## src/rtl/aig_bench_driver.sv

```systemverilog
// aig_bench_driver: drives a benchmark netlist with a run of input vectors
// (counter or Galois LFSR) and compacts the returned outputs into a 32-bit
// MISR signature for golden-signature comparison of netlist variants.
module aig_bench_driver #(
  parameter int              N_IN      = 14,
  parameter int              N_OUT     = 17,
  parameter int              DUT_LAT   = 1,
  parameter logic [31:0]     MISR_POLY = 32'h04C11DB7,
  parameter logic [N_IN-1:0] LFSR_POLY = 14'h3802
) (
  input  logic              clk,
  input  logic              rst,
  input  logic              start,
  input  logic              mode,
  input  logic [N_IN-1:0]   seed,
  input  logic [N_IN:0]     num_patterns,
  output logic [N_IN-1:0]   x_out,
  input  logic [N_OUT-1:0]  f_in,
  output logic              busy,
  output logic              done,
  output logic [31:0]       signature
);

  localparam logic [1:0] ST_IDLE  = 2'd0;
  localparam logic [1:0] ST_RUN   = 2'd1;
  localparam logic [1:0] ST_DRAIN = 2'd2;
  localparam logic [1:0] ST_FIN   = 2'd3;

  // One MISR step: shift, fold back the polynomial on carry-out, xor sample.
  function automatic logic [31:0] misr_step(input logic [31:0] sig,
                                            input logic [N_OUT-1:0] smp);
    logic [31:0] fb;
    fb = sig[31] ? MISR_POLY : 32'h0000_0000;
    return (sig << 1) ^ fb ^ {{(32-N_OUT){1'b0}}, smp};
  endfunction

  logic [1:0]         state_q, state_d;
  logic [N_IN-1:0]    x_q, x_d;
  logic [N_IN:0]      rem_q, rem_d;      // vectors still to issue after the current one
  logic               mode_q, mode_d;
  logic               busy_q, busy_d;
  logic               done_q, done_d;
  logic [31:0]        sig_q, sig_d;
  logic [DUT_LAT-1:0] valid_q, valid_d;  // one tag per vector in flight through the DUT

  logic               issue_s;
  logic               cap_s;
  logic               drain_empty_s;     // pipe is empty after this edge if nothing is issued
  logic [N_IN-1:0]    next_x_s;
  logic [N_IN-1:0]    start_x_s;

  assign cap_s         = valid_q[DUT_LAT-1];
  assign drain_empty_s = ((valid_q << 1) == {DUT_LAT{1'b0}});

  // Next vector generator for the current run's mode.
  always_comb begin
    if (mode_q) begin
      next_x_s = x_q[0] ? ((x_q >> 1) ^ LFSR_POLY) : (x_q >> 1);
    end else begin
      next_x_s = x_q + {{(N_IN-1){1'b0}}, 1'b1};
    end
  end

  // First vector: an all-zero LFSR seed would lock up, so substitute 1.
  always_comb begin
    if (mode && (seed == {N_IN{1'b0}})) begin
      start_x_s = {{(N_IN-1){1'b0}}, 1'b1};
    end else begin
      start_x_s = seed;
    end
  end

  // Sequencer: start capture, vector issue, drain and completion.
  always_comb begin
    state_d = state_q;
    x_d     = x_q;
    rem_d   = rem_q;
    mode_d  = mode_q;
    busy_d  = busy_q;
    done_d  = 1'b0;
    issue_s = 1'b0;
    sig_d   = cap_s ? misr_step(sig_q, f_in) : sig_q;
    case (state_q)
      ST_IDLE: begin
        if (start) begin
          mode_d = mode;
          x_d    = start_x_s;
          sig_d  = 32'h0000_0000;
          busy_d = 1'b1;
          if (num_patterns == {(N_IN+1){1'b0}}) begin
            rem_d   = {(N_IN+1){1'b0}};
            state_d = ST_FIN;
          end else begin
            rem_d   = num_patterns - {{N_IN{1'b0}}, 1'b1};
            issue_s = 1'b1;
            state_d = ST_RUN;
          end
        end else begin
          state_d = ST_IDLE;
        end
      end
      ST_RUN: begin
        if (rem_q != {(N_IN+1){1'b0}}) begin
          x_d     = next_x_s;
          issue_s = 1'b1;
          rem_d   = rem_q - {{N_IN{1'b0}}, 1'b1};
          if (rem_q == {{N_IN{1'b0}}, 1'b1}) begin
            state_d = ST_DRAIN;
          end else begin
            state_d = ST_RUN;
          end
        end else begin
          state_d = drain_empty_s ? ST_FIN : ST_DRAIN;
        end
      end
      ST_DRAIN: begin
        state_d = drain_empty_s ? ST_FIN : ST_DRAIN;
      end
      ST_FIN: begin
        done_d  = 1'b1;
        busy_d  = 1'b0;
        state_d = ST_IDLE;
      end
      default: begin
        state_d = ST_IDLE;
        busy_d  = 1'b0;
      end
    endcase
    valid_d    = valid_q << 1;
    valid_d[0] = issue_s;
  end

  // State registers with synchronous reset; reset aborts any run silently.
  always_ff @(posedge clk) begin
    if (rst) begin
      state_q <= ST_IDLE;
      x_q     <= {N_IN{1'b0}};
      rem_q   <= {(N_IN+1){1'b0}};
      mode_q  <= 1'b0;
      busy_q  <= 1'b0;
      done_q  <= 1'b0;
      sig_q   <= 32'h0000_0000;
      valid_q <= {DUT_LAT{1'b0}};
    end else begin
      state_q <= state_d;
      x_q     <= x_d;
      rem_q   <= rem_d;
      mode_q  <= mode_d;
      busy_q  <= busy_d;
      done_q  <= done_d;
      sig_q   <= sig_d;
      valid_q <= valid_d;
    end
  end

  assign x_out     = x_q;
  assign busy      = busy_q;
  assign done      = done_q;
  assign signature = sig_q;

endmodule
```

## config.mk

```make
export PLATFORM = sky130hd
export DESIGN_NAME = aig_bench_driver
export DESIGN_NICKNAME = d
export VERILOG_FILES = /design/src/rtl/aig_bench_driver.sv
export SDC_FILE = /design/constraint.sdc
export NUM_CORES = 1
export LEC_CHECK = 0
export CELL_PAD_IN_SITES_DETAIL_PLACEMENT = 1
export CELL_PAD_IN_SITES_GLOBAL_PLACEMENT = 1
export CORE_MARGIN = 2
export CORE_UTILIZATION = 36
export DETAILED_ROUTE_END_ITERATION = 8
export HOLD_SLACK_MARGIN = 0.15
export PLACE_DENSITY = 0.89
export REMOVE_ABC_BUFFERS = 1
export SLEW_MARGIN = 20
export SYNTH_ARGS = -nofsm -noshare
export SYNTH_HDL_FRONTEND = slang
export SYNTH_SLANG_ARGS = --single-unit
```

## constraint.sdc

```tcl
create_clock -name clk -period 2.6 [get_ports clk]
set_input_delay 0.52 -clock clk [delete_from_list [all_inputs] [get_ports clk]]
set_output_delay 0.52 -clock clk [all_outputs]
set_load 0.01 [all_outputs]
```

### Word level (Yosys, flattened, before mapping)

Cells that the tools add are included.
Widths: inputs -> output; s select.

| word-level totals | value |
|---|---|
| flip-flop bits (word level) | 67 |
| bits of input ports | 50 |
| logic and storage cells | 56 |

| operators by class | value |
|---|---|
| $add $sub $neg | 3 |
| equality and inequality tests | 6 |
| mux-type cells | 26 |
| bitwise logic cells | 3 |
| reductions and logical operators | 10 |

Operator list:

| kind | number |
|---|---|
| $mux 32 | 3 |
| $mux 14 | 5 |
| $mux 15 | 3 |
| $xor 32x17->32 | 1 |
| $xor 32x27->32 | 1 |
| $pmux 15 s2 | 1 |
| $sub 15x1->15 const B | 2 |
| $pmux 14 s2 | 1 |
| $mux 27 | 1 |
| $eq 15x1->1 const B | 1 |
| $logic_not 15->1 | 1 |
| $reduce_bool 15->1 | 1 |
| $add 14x1->14 const B | 1 |
| $logic_not 14->1 | 1 |
| $mux 2 | 4 |
| $pmux 2 s4 | 1 |
| $mux 1 | 5 |
| $eq 2x2->1 const B | 2 |
| $ne 2x2->1 const B | 2 |
| $not 3->4 | 1 |
| $pmux 1 s2 | 2 |
| $reduce_and 2->1 | 2 |
| $reduce_bool 2->1 | 2 |
| $reduce_and 3->1 | 1 |
| other kinds (3) | 3 |

### Depth between registers and ports, before layout

Gate-level depths: netlist of the first run.

| logic depth | value |
|---|---|
| depth after elaboration | 6 |
| depth in mapped cells | 10 |

### Worst setup path before layout of the first run

No wires, ideal clock.

| path | value |
|---|---|
| path type | input to register |
| from | in num_patterns[0] |
| to | reg rem_q[12] |
| arrival | 2019 ps |
| data required time | 2472 ps |
| path slack | 453 ps |
| stages | 9 |
| path through | inv_1 ha_1 nor3b_1 nand3b_1 o21ai_4 buf_6 o22ai_1 a22oi_1 nor2_1 |

| between the ends | value |
|---|---|
| word-level cells in the longest chain between the ends | 4 |
| elaborated cells on any way between the ends | 5 |
| those cells by class | add/sub: 1; mux: 3; reduce/logical: 1 |

Ends and longest elaborated chain:

| what | RTL line | RTL |
|---|---|---|
| from (decl) | 16 | `input logic [N_IN:0] num_patterns,` |
| $sub 15x1->15 or $logic_not 15->1 (tied branches) | 94, 90 |  |
| $mux 15 (*) | 90 | `if (num_patterns == {(N_IN+1){1'b0}}) begin` |
| $mux 15 (*) | 85 | `if (start) begin` |
| $pmux 15 s2 (*) | 83 | `case (state_q)` |
| to (signal assigned) | 138 | `rem_q <= {(N_IN+1){1'b0}};` |
| to (signal assigned) | 147 | `rem_q <= rem_d;` |
| to (decl) | 39 | `logic [N_IN:0] rem_q, rem_d;` |

Mark *: on every way between the ends. The rest lies on a longest branch, timed or not. The select of a mux whose other input is x is not followed.
A chain may end at the register's enable or synchronous reset.

### Worst setup path after layout of the first run

| path | value |
|---|---|
| from | in num_patterns[9] |
| to | reg rem_q[0] |

| between the ends | value |
|---|---|
| word-level cells in the longest chain between the ends | 4 |

Ends and longest elaborated chain:

| what | RTL line |
|---|---|
| $logic_not 15->1 | 90 |
| $mux 15 | 90 |
| $mux 15 | 85 |
| $pmux 15 s2 | 83 |

No other way between the ends. The select of a mux whose other input is x is not followed.

==> results of run 1 <==
cells by family (layout without fill, tap and decap cells):
kind of cell / Yosys count / after routing / share of synthesized area, %
flops: 67 / 67 / 35.3
xor+xnor: 49 / 49 / 11.3
compound gates: 118 / 118 / 19.4
simple gates: 177 / 177 / 22.1
fa+ha+maj: 4 / 4 / 1.32
buf+inv: 40 / 144 / 4.48
mux: 23 / 23 / 6.05
cell type report:
type	instances	share of cell area (%)
Clock buffer	9	2.39
Tap cell	136	3.29
Multi-Input combinational cell	371	44.3
Inverter	7	0.508
Clock inverter	7	1.33
Sequential cell	67	25.9
Timing Repair Buffer	121	22.2
worst max path at each step:
stage | endpoint | slack, ns | cells after the start
after floorplan | rem_q[7] | 0.40 | 8
after global placement | rem_q[1] | 0.04 | 8
after detailed placement | rem_q[1] | -0.02 | 8
after CTS | x_out[2] | 0.32 | 9
after global routing | rem_q[1] | 0.13 | 9
final | rem_q[0] | 0.32 | 8
registers in the layout, summed over array words and instances, names as in the netlist:
name / cells
done: 1
mode_q: 1
x_out: 14
signature: 32
state_q: 2
rem_q: 15
cap_s: 1
busy: 1
worst max-delay path, cell delays in order:
cell and delay (ns):
clkdlybuf4s50_1 0.44, or4_4 0.55, or3_4 0.37, o21ai_4 0.17, buf_4 0.17, o221ai_1 0.12
o21ai_0 0.09, nor2_1 0.06
layout by cell type (no fill, tap or decap), types with 7 or more instances in the layout:
master and n:
nand3_1 12, nor3_1 10, a211oi_1 15, nor4_1 8, nand2_1 42, nor2_1 69, inv_1 7, buf_4 24
o21ai_0 33, a21oi_1 31, clkbuf_8 9, dfxtp_1 66, clkdlybuf4s50_1 97, mux2i_1 23, o22ai_1 7, xnor2_1 44
metal layers:
| layer | wire length, um | GRT usage, % | up-vias |
|---|---|---|---|
| met3 | 659 | 2.74 | 10 |
| met1 | 5170 | 27.0 | 1833 |
| li1 | - | - | 1886 |
| met4 | 117 | 6.40 | 0 |
| met2 | 5980 | 37.5 | 131 |
| met5 | 0 | 0 | - |
metrics by stage:
stage | setup WS, ns | hold WS, ns | power (W)
floorplan | 0.403 | 0.426 | 0.00171
global placement | 0.0446 | 0.446 | 0.00208
detailed placement | -0.0189 | 0.482 | 0.00212
CTS | 0.321 | 0.490 | 0.00299
global route | 0.129 | 0.529 | 0.00313
finish | 0.324 | 0.494 | 0.00296
power by group through the flow:
| stage | Sequential [W] | Clock (W) | Combinational, W |
|---|---|---|---|
| after CTS | 0.00125 | 0.000880 | 0.000851 |
| after global routing | 0.00127 | 0.000919 | 0.000936 |
| final | 0.00126 | 0.000857 | 0.000851 |
| after detailed placement | 0.00128 | 0 | 0.000842 |
| after floorplan | 0.00127 | 0 | 0.000438 |
| after global placement | 0.00127 | 0 | 0.000810 |
==> impl_metrics.py, run 1 <==
metrics = {
    "die": {
        "io_pins": 98,
        "num_rows": 37,
        "die_w_um": 107,
        "dieArea_um2": 11400,
        "dieHeight_um": 107,
        "design.core.area_um2": 10300,
        "start_util_pct": 37.0,
    },
    "power_and_ir_drop": {
        "switching_share_pct": 33.4,
        "combPwrFrac_pct": 28.7,
        "power.density_nw_per_um2": 573,
        "ir_worst_vdd_mv": 0.409,
        "p_leak_nw": 1.80,
        "switchingPower_w": 0.000990,
        "seqPwrFrac_pct": 42.4,
        "pwr-share-clk_pct": 28.9,
        "intPower_w": 0.00197,
    },
    "clock_network": {
        "cts_tree": "done",
        "insertion_delay_ns": 0.34,
        "root_buffer": "clkbuf_8",
        "hold_buffers": 0,
        "post_cts_buffers": 0,
        "ctsResizeCount": 0,
        "numCtsBuffers": 9,
        "cts_max_level": 3,
        "clockBufferDepth": 2,
        "path_clk_slew_ns": 0.08,
        "cts_sinks": 67,
    },
    "yosys": {
        "synth-edff-count": 0,
        "netlist_top_cells_count": "69 x nor2_1, 67 x dfxtp_1, 44 x xnor2_1",
        "synth_seq_area_share_pct": 35.3,
        "syn-instance-count": 478,
        "async_flop_share_pct": 0,
        "yosysWarnings": 0,
        "ys_ff_latch": 67,
        "synthTopCellsByArea": "dfxtp_1 35%, xnor2_1 10%, nor2_1 6.8%",
        "avgSynthCellArea_um2": 7.95,
        "netlist_area_um2": 3800,
        "ys_types": 56,
        "netlist.top_cell.by_area": "dfxtp_1",
        "yosysMostFrequentCell": "nor2_1",
        "synth_top_area_share_pct": 35.3,
        "synth_ff_type": "dfxtp_1",
    },
    "sta": {
        "relSlewSlack_pct": 33.6,
        "finalCriticalPeriod_ns": 2.28,
        "fmax_ghz": 0.439,
        "rsz0062_at_grt": "false",
        "finClkSkew_ns": 0.0102,
        "setup_violations": 0,
        "hold_viol_final": 0,
        "slew_viol_final": 0,
        "tightest_slew_ns": 0.996,
        "fin_crit_sh_pct": 87.6,
        "setup-tns-final_ns": 0,
    },
    "finish": {
        "n_antenna_cell": 0,
        "seq_area_um2": 1340,
        "finalNetCount": 631,
        "final_cells": 718,
        "design_area_um2": 5170,
        "nFillCells": 1240,
        "utilization_pct": 50.3,
        "multi_input_area_um2": 2290,
        "drive_gt1_share_pct": 8.59,
        "synthToLayoutAreaGrowth_pct": 36.1,
    },
    "setup_path": {
        "cp_max_fo": 7,
        "r2r_slack_ns": 0.34,
        "cp.arrival_ns": 2.48,
        "r2r-end": "x_out[2]",
        "start_kind": "input pin",
        "crit_start": "num_patterns[9]",
        "reg2reg_depth": 9,
        "timing_worst_setup_path_type": "in2reg",
        "worst_setup_path_end_kind": "flip-flop",
        "crit_required_ns": 2.81,
        "timing.rr.start": "rem_q[0]",
    },
    "detailed_routing": {
        "drt_pass1_iterations": 4,
        "drcViolationCount": 0,
        "viasPerCell": 5.38,
        "drt_iter0_markers": 227,
        "drt.antenna.violating_nets": 0,
        "wire_per_inst_um": 16.6,
        "finalWirelength_um": 11900,
        "vias": 3860,
    },
    "min_path": {
        "hold_path_end": "rem_q[9]",
        "worstHoldStart": "rem_q[9]",
        "whs_path_depth": 2,
        "hold_path_class": "reg2reg",
    },
    "placed_design": {
        "port_buffers": 97,
        "place_inst": 702,
        "gp_congestion": 0.876,
        "placed_cell_area_um2": 4980,
        "dpl.hpwl_um": 8890,
    },
    "global_routing": {
        "grt_max_degree": 43,
        "grt_overflow": 0,
        "grt_pass1_vias": 4022,
        "grt.total_usage_pct": 21.3,
        "antenna_found_initial": 0,
        "grt_pass1_wl_um": 19700,
    },
    "flow_run": {
        "cap_violations": 0,
    },
    "status": {
        "status": "completed",
    },
}
Note: power is estimated with default switching activity, not from simulation.
==> inputs of run 2 (changes only) <==
--- a/config.mk
+++ b/config.mk
@@ -7,7 +7,6 @@
 export LEC_CHECK = 0
 export CELL_PAD_IN_SITES_DETAIL_PLACEMENT = 1
 export CELL_PAD_IN_SITES_GLOBAL_PLACEMENT = 1
-export CORE_MARGIN = 2
 export CORE_UTILIZATION = 36
 export DETAILED_ROUTE_END_ITERATION = 8
 export HOLD_SLACK_MARGIN = 0.15
==> run 2 against run 1 <==
Total power rose by 7.0%. Global-route usage increased by 1.3 points. Setup slack got worse by 0.036 ns. Register-to-register slack got worse by 0.05 ns. Clock power grew 23%. Hold slack got worse by 0.021 ns. Routed wire length up 1.3%. Non-clock buffer count is 2 lower. Final cell count decreased by 0.42%. Die area decreased by 3.7%. Flip-flop and latch count unchanged. Via count grew 1.3%. Critical endpoint is now rem_q[5]. Largest cell class unchanged. Largest power group unchanged.
==> impl_metrics.py, run 2 (synthesis gave the netlist of run 1 again) <==
metrics = {
    "status": {
        "status": "completed",
    },
    "detailed_routing": {
        "drt_iter0_markers": 243,
        "vias": 3910,
        "finalWirelength_um": 12100,
        "drt.antenna.violating_nets": 0,
        "drcViolationCount": 0,
        "viasPerCell": 5.47,
        "wire_per_inst_um": 16.9,
        "drt_pass1_iterations": 5,
    },
    "die": {
        "design.core.area_um2": 10300,
        "start_util_pct": 37.0,
        "num_rows": 37,
        "die_w_um": 105,
        "io_pins": 98,
        "dieHeight_um": 105,
        "dieArea_um2": 11000,
    },
    "finish": {
        "final_common_cell": "clkdlybuf4s50_1",
        "largest_register_ffs": 32,
        "layout_common_cells": "97 x clkdlybuf4s50_1, 69 x nor2_1, 66 x dfxtp_1",
        "synthToLayoutAreaGrowth_pct": 37.3,
        "finalNetCount": 629,
        "utilization_pct": 50.8,
        "nFillCells": 1236,
        "n_antenna_cell": 0,
        "final_cells": 715,
        "drive_gt1_share_pct": 8.29,
    },
    "clock_network": {
        "post_cts_buffers": 0,
        "hold_buffers": 0,
        "insertion_delay_ns": 0.34,
        "ctsResizeCount": 0,
        "path_clk_slew_ns": 0.07,
        "cts_sinks": 67,
        "root_buffer": "clkbuf_8",
        "cts_tree": "done",
        "numCtsBuffers": 9,
        "cts_max_level": 3,
        "clockBufferDepth": 2,
    },
    "setup_path": {
        "cp.arrival_ns": 2.56,
        "cp.buffers_inverters": 1,
        "timing_worst_setup_path_type": "reg2reg",
        "r2r_slack_ns": 0.29,
        "cp_max_fo": 16,
        "crit_family": "compound AO/OA/AOI/OAI gates",
        "max_stage_delay_ns": 0.61,
        "worst_setup_path_end_kind": "flip-flop",
        "timing.rr.start": "rem_q[0]",
        "endpoint": "rem_q[5]",
        "cp_slowest_cell": "o21ai_2",
        "crit_chain": "inv_1 > ha_1 > nor3b_1 > nand4b_1 > o21ai_2 > o21ai_0 > a21oi_1",
        "r2r-end": "rem_q[5]",
        "reg2reg_depth": 7,
        "crit_start": "rem_q[0]",
        "start_kind": "flip-flop",
        "crit_required_ns": 2.85,
        "crit_cells": 7,
    },
    "placed_design": {
        "gp_congestion": 0.849,
        "place_inst": 700,
        "port_buffers": 97,
        "dpl.hpwl_um": 8740,
    },
    "global_routing": {
        "grt_max_degree": 43,
        "antenna_found_initial": 0,
        "grt_pass1_vias": 4110,
        "grt.total_usage_pct": 22.6,
        "grt_pass1_wl_um": 20300,
        "grt_overflow": 0,
    },
    "sta": {
        "finClkSkew_ns": 0.00893,
        "hold_viol_final": 0,
        "rsz0062_at_grt": "false",
        "relSlewSlack_pct": 33.9,
        "setup-tns-final_ns": 0,
        "slew_viol_final": 0,
        "fin_crit_sh_pct": 88.9,
        "tightest_slew_ns": 0.991,
        "finalCriticalPeriod_ns": 2.31,
        "fmax_ghz": 0.433,
        "setup_violations": 0,
    },
    "min_path": {
        "hold_path_class": "reg2reg",
    },
    "power_and_ir_drop": {
        "p_leak_nw": 1.82,
        "power.density_nw_per_um2": 607,
        "ir_worst_vdd_mv": 0.333,
    },
    "flow_run": {
        "cap_violations": 0,
    },
}
-- run 2: changes by cell type in the layout (fill, tap and decap cells not counted) --
cell        before  now
o21ai_1          1    0
clkinv_4         1    2
buf_4           24   21
o21ai_2          0    1
clkinvlp_4       2    1
clkinv_2         3    0
buf_12           0    1
bufinv_16        1    3
-- run 2: per-stage QoR --
stage / power, W / setup slack, ns / instance area, um2 / hold slack (ns)
after global placement: 0.00209 / 0.0399 / 4980 / 0.445
after global routing: 0.00333 / 0.0653 / 5220 / 0.489
final: 0.00317 / 0.288 / 5220 / 0.473
after CTS: 0.00319 / 0.308 / 5220 / 0.478
after detailed placement: 0.00213 / -0.0585 / 4980 / 0.467
after floorplan: 0.00171 / 0.403 / 3660 / 0.426
-- run 2: worst min path at each step --
| stage | from | end | slack [ns] | cells past startpoint |
|---|---|---|---|---|
| global placement | rem_q[14] | rem_q[14] | 0.45 | 2 |
| CTS | rem_q[14] | rem_q[14] | 0.48 | 2 |
| finish | rem_q[14] | rem_q[14] | 0.47 | 2 |
| floorplan | rem_q[14] | rem_q[14] | 0.43 | 2 |
| global route | rem_q[14] | rem_q[14] | 0.49 | 2 |
| detailed placement | rem_q[14] | rem_q[14] | 0.47 | 2 |
-- run 2: power by group --
group          internal (W)  switching, W  total (W)  leakage (nW)
sequential          0.00111      0.000152    0.00127         0.549
clock              0.000635      0.000411    0.00105         0.115
combinational      0.000428      0.000431   0.000859          1.15
total               0.00218      0.000994    0.00317          1.82
-- run 2: final cells by class --
cell class	count	area [um2]	area share (%)
Clock buffer	9	124	2.37
Timing Repair Buffer	119	1150	22.0
Clock inverter	6	115	2.20
Multi-Input combinational cell	371	2290	43.9
Inverter	7	26.3	0.503
Sequential cell	67	1340	25.7
Tap cell	136	170	3.26
-- run 2: metal layers --
layer / wire, um / vias up / track usage, %
met5: 0 / - / 0
met4: 163 / 0 / 5.53
met3: 644 / 17 / 3.24
met2: 5990 / 154 / 40.6
met1: 5280 / 1859 / 28.1
li1: - / 1880 / -
-- run 2: worst min-delay path: stages (launching register included) --
cell,delay (ns)
dfxtp_1,0.32
nand2_1,0.06
a21oi_1,0.05
==> inputs of run 3 (changes only) <==
--- a/config.mk
+++ b/config.mk
@@ -12,6 +12,7 @@
 export HOLD_SLACK_MARGIN = 0.15
 export PLACE_DENSITY = 0.89
 export REMOVE_ABC_BUFFERS = 1
+export SKIP_CTS_REPAIR_TIMING = 1
 export SLEW_MARGIN = 20
 export SYNTH_ARGS = -nofsm -noshare
 export SYNTH_HDL_FRONTEND = slang
==> results of run 3 <==
Final layout, timing and power as in run 2 (identical DEF).
